File: config.mk
export PLATFORM = sky130hd
export DESIGN_NAME = pipe_mem_arbiter
export DESIGN_NICKNAME = d
export VERILOG_FILES = /design/src/rtl/pipe_mem_arbiter.sv
export SDC_FILE = /design/constraint.sdc
export NUM_CORES = 1
export LEC_CHECK = 0
export ABC_AREA = 1
export BUFFER_PORTS_ARGS = -buffer_cell sky130_fd_sc_hd__clkbuf_2
export CAP_MARGIN = 10
export CELL_PAD_IN_SITES_DETAIL_PLACEMENT = 0
export CELL_PAD_IN_SITES_GLOBAL_PLACEMENT = 1
export CORE_ASPECT_RATIO = 0.6
export CORE_MARGIN = 5
export CORE_UTILIZATION = 31
export DETAILED_ROUTE_END_ITERATION = 8
export PLACE_DENSITY = 0.86
export SLEW_MARGIN = 20
export SYNTH_ARGS = -nofsm -noshare
export SYNTH_HDL_FRONTEND = slang
export SYNTH_SLANG_ARGS = --single-unit
export TNS_END_PERCENT = 5
File: constraint.sdc
create_clock -name CLK -period 1.6 [get_ports CLK]
set_input_delay 0.32 -clock CLK [delete_from_list [all_inputs] [get_ports CLK]]
set_output_delay 0.32 -clock CLK [all_outputs]
set_load 0.02 [all_outputs]
File: src/rtl/pipe_mem_arbiter.sv
// Single-port RAM arbiter for the pipelined datapath: serialises fetch and data
// requests onto one RAM port and returns one-cycle ihit/dhit pulses.
module pipe_mem_arbiter #(
  parameter int MAX_DGRANT = 4
) (
  input  logic        CLK,
  input  logic        nRST,
  input  logic        dp_iREN,
  input  logic [31:0] dp_imemaddr,
  input  logic        dp_dREN,
  input  logic        dp_dWEN,
  input  logic [31:0] dp_dmemaddr,
  input  logic [31:0] dp_dmemstore,
  input  logic        dp_halt,
  output logic        dp_ihit,
  output logic [31:0] dp_imemload,
  output logic        dp_dhit,
  output logic [31:0] dp_dmemload,
  output logic        ram_REN,
  output logic        ram_WEN,
  output logic [31:0] ram_addr,
  output logic [31:0] ram_store,
  input  logic [31:0] ram_load,
  input  logic        ram_ready
);

  localparam int CW = $clog2(MAX_DGRANT + 1);
  localparam logic [CW-1:0] CNT_MAX = CW'(MAX_DGRANT);

  typedef enum logic [2:0] {IDLE, IACC, DACC, RESP, HALTED} state_t;
  typedef enum logic [1:0] {K_I, K_DR, K_DW} kind_t;

  state_t        state_q, state_d;
  kind_t         kind_q, kind_d;
  logic [31:0]   addr_q, addr_d;
  logic [31:0]   store_q, store_d;
  logic [31:0]   iload_q, iload_d;
  logic [31:0]   dload_q, dload_d;
  logic [CW-1:0] cnt_q, cnt_d;
  logic          guard_trip;

  assign guard_trip = (cnt_q == CNT_MAX) && dp_iREN;

  always_comb begin
    state_d = state_q;
    kind_d  = kind_q;
    addr_d  = addr_q;
    store_d = store_q;
    iload_d = iload_q;
    dload_d = dload_q;
    cnt_d   = cnt_q;
    case (state_q)
      IDLE: begin
        if (dp_halt) begin
          state_d = HALTED;
        end else if ((dp_dREN || dp_dWEN) && !guard_trip) begin
          state_d = DACC;
          addr_d  = {dp_dmemaddr[31:2], 2'b00};
          store_d = dp_dmemstore;
          kind_d  = dp_dWEN ? K_DW : K_DR;
          if (dp_iREN && (cnt_q != CNT_MAX)) cnt_d = cnt_q + 1'b1;
        end else if (dp_iREN) begin
          state_d = IACC;
          addr_d  = {dp_imemaddr[31:2], 2'b00};
          kind_d  = K_I;
          cnt_d   = '0;
        end else begin
          cnt_d = '0;
        end
      end
      IACC, DACC: begin
        if (ram_ready) begin
          state_d = RESP;
          if (kind_q == K_I)  iload_d = ram_load;
          if (kind_q == K_DR) dload_d = ram_load;
        end
      end
      // The served request is still asserted here, so nothing is sampled.
      RESP: begin
        state_d = IDLE;
        if (!dp_iREN) cnt_d = '0;
      end
      HALTED:  state_d = HALTED;
      default: state_d = IDLE;
    endcase
  end

  always_ff @(posedge CLK) begin
    if (!nRST) begin
      state_q <= IDLE;
      kind_q  <= K_I;
      addr_q  <= '0;
      store_q <= '0;
      iload_q <= '0;
      dload_q <= '0;
      cnt_q   <= '0;
    end else begin
      state_q <= state_d;
      kind_q  <= kind_d;
      addr_q  <= addr_d;
      store_q <= store_d;
      iload_q <= iload_d;
      dload_q <= dload_d;
      cnt_q   <= cnt_d;
    end
  end

  assign ram_REN     = (state_q == IACC) || ((state_q == DACC) && (kind_q == K_DR));
  assign ram_WEN     = (state_q == DACC) && (kind_q == K_DW);
  assign dp_ihit     = (state_q == RESP) && (kind_q == K_I);
  assign dp_dhit     = (state_q == RESP) && (kind_q != K_I);
  assign ram_addr    = addr_q;
  assign ram_store   = store_q;
  assign dp_imemload = iload_q;
  assign dp_dmemload = dload_q;

endmodule

### Yosys cells after proc, flatten, opt, wreduce, memory -nomap -nowiden

Cells that the tools add are included.
Widths: inputs -> output; s select.

* reduce and logical (&&, ||, !) cells: 22
* add/sub/neg operators: 1
* equal/unequal tests: 13
* bitwise gates (word level): 1
* mux-type cells: 15

Operators by type and width (count)
* $mux 32: 2
* $mux 3: 8
* $reduce_and 3->1: 4
* $pmux 3 s3: 1
* $logic_and 1x1->1: 7
* $eq 3x2->1 const B: 2
* $eq 3x3->1 const B: 2
* $mux 2: 3
* $ne 2x2->1 const B: 3
* $ne 3x3->1 const B: 2
* $pmux 3 s2: 1
* $reduce_bool 2->1: 3
* $ne 4x4->1 const B: 1
* $reduce_and 4->1: 1
* $add 3x1->3 const B: 1
* $eq 3x1->1 const B: 1
* $logic_not 3->1: 1
* $eq 2x1->1 const B: 1
* $eq 2x2->1 const B: 1
* $logic_not 2->1: 1
* $logic_or 1x1->1: 2
* $reduce_and 2->1: 1
* $reduce_or 2->1: 1
* $logic_not 1->1: 1
* $not 1->1: 1

* flip-flop bits (word level): 136
* logic and storage cells: 59
* output and inout port bits: 132
* input bits: 135

### Logic depth before layout (Yosys ltp)

* depth after elaboration: 7
* mapped depth: 10

### Worst setup path after synthesis

Ideal clock, no wire load.

* path kind: reg-to-reg
* from: register cnt_q[0]
* to: register store_q[11] (netlist: ram_store[11])
* clock period less this slack: 1.407 ns
* stages on the path, launching flop included: 10
* path buffers: 1
* setup time: 0.116 ns
* data arrival time: 1.291 ns
* setup slack: 0.193 ns
* cells stage by stage: dfxtp_1 > inv_1 > ha_1 > nand3_1 > nand2_1 > inv_2 > nand2_4 > clkbuf_1 > o21ai_0 > nor2_1

* word-level cells in the longest chain between the ends: 5

Ends and longest elaborated chain
* from (decl): RTL line 39 `logic [CW-1:0] cnt_q, cnt_d;`
* from (signal assigned): RTL line 104 `cnt_q <= cnt_d;`
* $eq 3x3->1: RTL line 42 `assign guard_trip = (cnt_q == CNT_MAX) && dp_iREN;`
* $logic_and 1x1->1: RTL line 42
* $logic_not 1->1: RTL line 56 `end else if ((dp_dREN || dp_dWEN) && !guard_trip) begin`
* $logic_and 1x1->1: RTL line 56
* $reduce_and 3->1 (no line)
* to (signal assigned): RTL line 101 `store_q <= store_d;`
* to (decl): RTL line 36 `logic [31:0] store_q, store_d;`

Every way passes these cells.
A chain may end at the register's enable or synchronous reset.

### Worst setup path after layout

* from: register kind_q[1]
* to: output port ram_REN

* word-level cells in the longest chain between the ends: 3

Ends and longest elaborated chain
* from (decl): RTL line 34 `kind_t kind_q, kind_d;`
* from (signal assigned): RTL line 99 `kind_q <= kind_d;`
* $eq 2x1->1: RTL line 108 `assign ram_REN = (state_q == IACC) || ((state_q == DACC) && (kind_q == K_DR));`
* $logic_and 1x1->1: RTL line 108
* $logic_or 1x1->1: RTL line 108
* to (decl): RTL line 19 `output logic ram_REN,`

Every way passes these cells.

==> reports/results.txt <==
status: complete, no violations
mux contribution to synthesized area: 0%
DRC viols: 0
design internal power: 8.33 mW
Sink Count: 134
Die Span Y: 112 microns
fmax: 641 MHz
highest fanout seen on the critical path: 3
largest net degree at the start of global routing: 65
Tcrit/Tclk final: 97.5%
first-pass GRT wire length: 27500 microns
CP arrival: 1.24 ns
ANT cells: 0
r2r setup slk: 0.07 ns
Synth area leader: dfxtp_1
Critical R2R Launch: state_q[0]
port bufs: 260
min cycle time layout: 1.56 ns
commonest non-fill, non-tap cells in the layout: clkbuf_2, nand2_1, dfxtp_1
Layout area overhead: 44.2%
Post-CTS Hold Buffers: 0
vias: 5562
clk buf depth: 2
final wirelength: 17300 microns
Leakage: 3.51 nW
post-synthesis compound-gate area fraction: 15.5%
Final GP Congestion: 0.808
Cell variety after synth: 25
vias in the first global route: 5341
kind of critical path: flip-flop to output pin
register area share after synthesis: 50.2%
layout cell share with drive strength beyond 1: 35.0%
Peak VDD IR: 622 uV
CTS tree: built
clock share of power: 30.5%
max_cap viols: 0
WP data required: 1.28 ns
RSZ-0062 raised after global routing: true
total track usage: 16.6%
Skew-Pair Late Insertion Delay: 0.41 ns
setup TNS: 0 ns
Area contributors post-synth: dfxtp_1, nand2_1, a21oi_1
Hold Violations, Final: 0
Site Rows: 37
drt via density: 4.58
dpl hpwl: 12000 microns
Core Util, Final: 45.2%
Nets: 1105
Post-DRT Antenna Nets: 0
Setup Skew: 0.0120 ns
Initial Util: 31.4%
largest family of logic cells by synthesized area: simple AND/OR/NAND/NOR gates
Routed WL per cell: 14.3 microns
area share of xor/xnor cells in the synthesized design: 0%
Final setup viols: 0
Synth top area share: 50.2%
Core ar.: 0.0170 sq mm
htree depth: 4
post-synthesis simple-gate area fraction: 26.4%
Sw Ratio: 37.7%
reg2reg end: ram_addr[28]
clock slew at reported path FFs: 0.06 ns
fillcell total: 1752
post-synthesis cell count: 715
Net Sw Power: 5.05 mW
worst hold start: dp_imemaddr[7]
syn avg cell area: 7.48 sq um
initial antenna violation count: 0
pwr/cell area: 1730 mW/mm^2
Worst Hold Class: input port to flip-flop
DIE WIDTH: 180 microns
area of the die: 0.0201 sq mm
Synth Register Bits: 134
Min-Delay Endpoint: ram_addr[7]
Hold Path Cell Cnt: 3
Worst setup SP type: flip-flop
Pre-antenna DRT Iters: 5
Max Slew Vio Count: 0
Comb pwr share: 36.3%
Reg power frac: 33.2%
total congestion overflow: 0
Reg2Reg Depth: 8
post-synthesis adder-cell area fraction: 0.468%
DR iter-0 viols: 245
Crit. End Element: output pin
Yosys warning count: 0
most common cell after layout, fill and taps aside: clkbuf_2
mapped cell area: 0.00535 sq mm
io pins: 267
Root Driver: clkbuf_16
clock buffer count from CTS: 17
==> cell families (layout without fill, tap and decap cells) <==
logic type | count (synthesis) | in the layout
flops | 134 | 134
fa+ha+maj | 2 | 2
compound gates | 166 | 166
other cells | 1 | 2
simple gates | 339 | 339
buf+inv | 73 | 337
==> worst max-delay path, cell delays in order, from the launching register on <==
cell,delay (ns)
dfxtp_2,0.33
inv_1,0.12
nand2_2,0.09
o21ai_2,0.15
buf_6,0.14
==> synthesized netlist by cell type <==
| master | instances |
|---|---|
| o21ai_1 | 14 |
| ha_1 | 2 |
| a21oi_1 | 100 |
| buf_2 | 17 |
| nor2_2 | 1 |
| buf_1 | 1 |
| conb_1 | 1 |
| nand2_4 | 1 |
| nand3b_1 | 1 |
| nor2_4 | 3 |
| nand3_1 | 74 |
| dfxtp_1 | 134 |
| nor2_1 | 105 |
| clkbuf_1 | 17 |
| clkbuf_2 | 1 |
| o21ai_0 | 52 |
| or2_2 | 1 |
| nor3_1 | 1 |
| buf_6 | 9 |
| inv_1 | 16 |
| nand2_1 | 150 |
| clkinv_2 | 1 |
| nand4_1 | 2 |
| buf_4 | 8 |
| inv_2 | 3 |
==> sequential cells by signal, indices dropped and copies added, names as in the netlist <==
signal and cells:
ram_store 32, cnt_q 3, kind_q 2, dp_imemload 32, state_q 3, dp_dmemload 32
ram_addr 30
==> worst max-delay path by stage <==
| stage | start | to | cells after the start |
|---|---|---|---|
| 2_1_floorplan | cnt_q[0] | ram_store[11] | 9 |
| 3_3_place_gp | state_q[0] | ram_addr[21] | 7 |
| 3_5_place_dp | cnt_q[0] | ram_store[24] | 9 |
| 4_1_cts | kind_q[0] | dp_ihit | 3 |
| 5_1_grt | state_q[0] | ram_addr[8] | 8 |
| 6_report | kind_q[1] | ram_REN | 4 |
==> timing repair <==
action	4_1_cts	5_1_grt
pin swaps	3	4
gates cloned	0	2
setup buffers	2	3
resized for setup	17	21
endpoints found under the setup margin	4	18
==> power groups by stage <==
stage	clock (mW)	sequential [mW]	combinational (mW)
2_1_floorplan	0	5.21	2.35
3_3_place_gp	0	4.44	4.48
3_5_place_dp	0	4.46	4.49
4_1_cts	4.20	4.43	4.57
5_1_grt	4.35	4.54	5.33
6_report	4.07	4.45	4.85
==> stage by stage <==
step | instance area [sq um] | hold WS [ns] | power, mW | setup slack, ns | std cells
finish | 7710 | 0.138 | 13.4 | 0.0401 | 1214
global route | 7710 | 0.125 | 14.2 | -0.0189 | 1214
CTS | 7570 | 0.115 | 13.2 | -0.00234 | 1209
detailed placement | 6900 | 0.451 | 8.95 | 0.118 | 1176
global placement | 6900 | 0.448 | 8.92 | 0.147 | 1176
floorplan | 5350 | 0.452 | 7.56 | 0.193 | 716
==> routing by layer <==
metal | GRT usage, % | vias to the layer above | wire length [microns]
met3 | 6.46 | 19 | 1420
met4 | 5.12 | 0 | 248
met5 | 0 | - | 0
met1 | 22.4 | 2485 | 8410
met2 | 24.6 | 201 | 7240
li1 | - | 2857 | -
==> area by class of cell <==
| type | instances | area, sq um | area share, % |
|---|---|---|---|
| Sequential cell | 134 | 2690 | 34.9 |
| Multi-Input combinational cell | 509 | 2330 | 30.2 |
| Timing Repair Buffer | 286 | 1700 | 22.1 |
| Clock buffer | 18 | 439 | 5.70 |
| Tap cell | 234 | 293 | 3.80 |
| Clock inverter | 13 | 173 | 2.24 |
| Inverter | 20 | 78.8 | 1.02 |
Power figures use the tool's default switching activity.
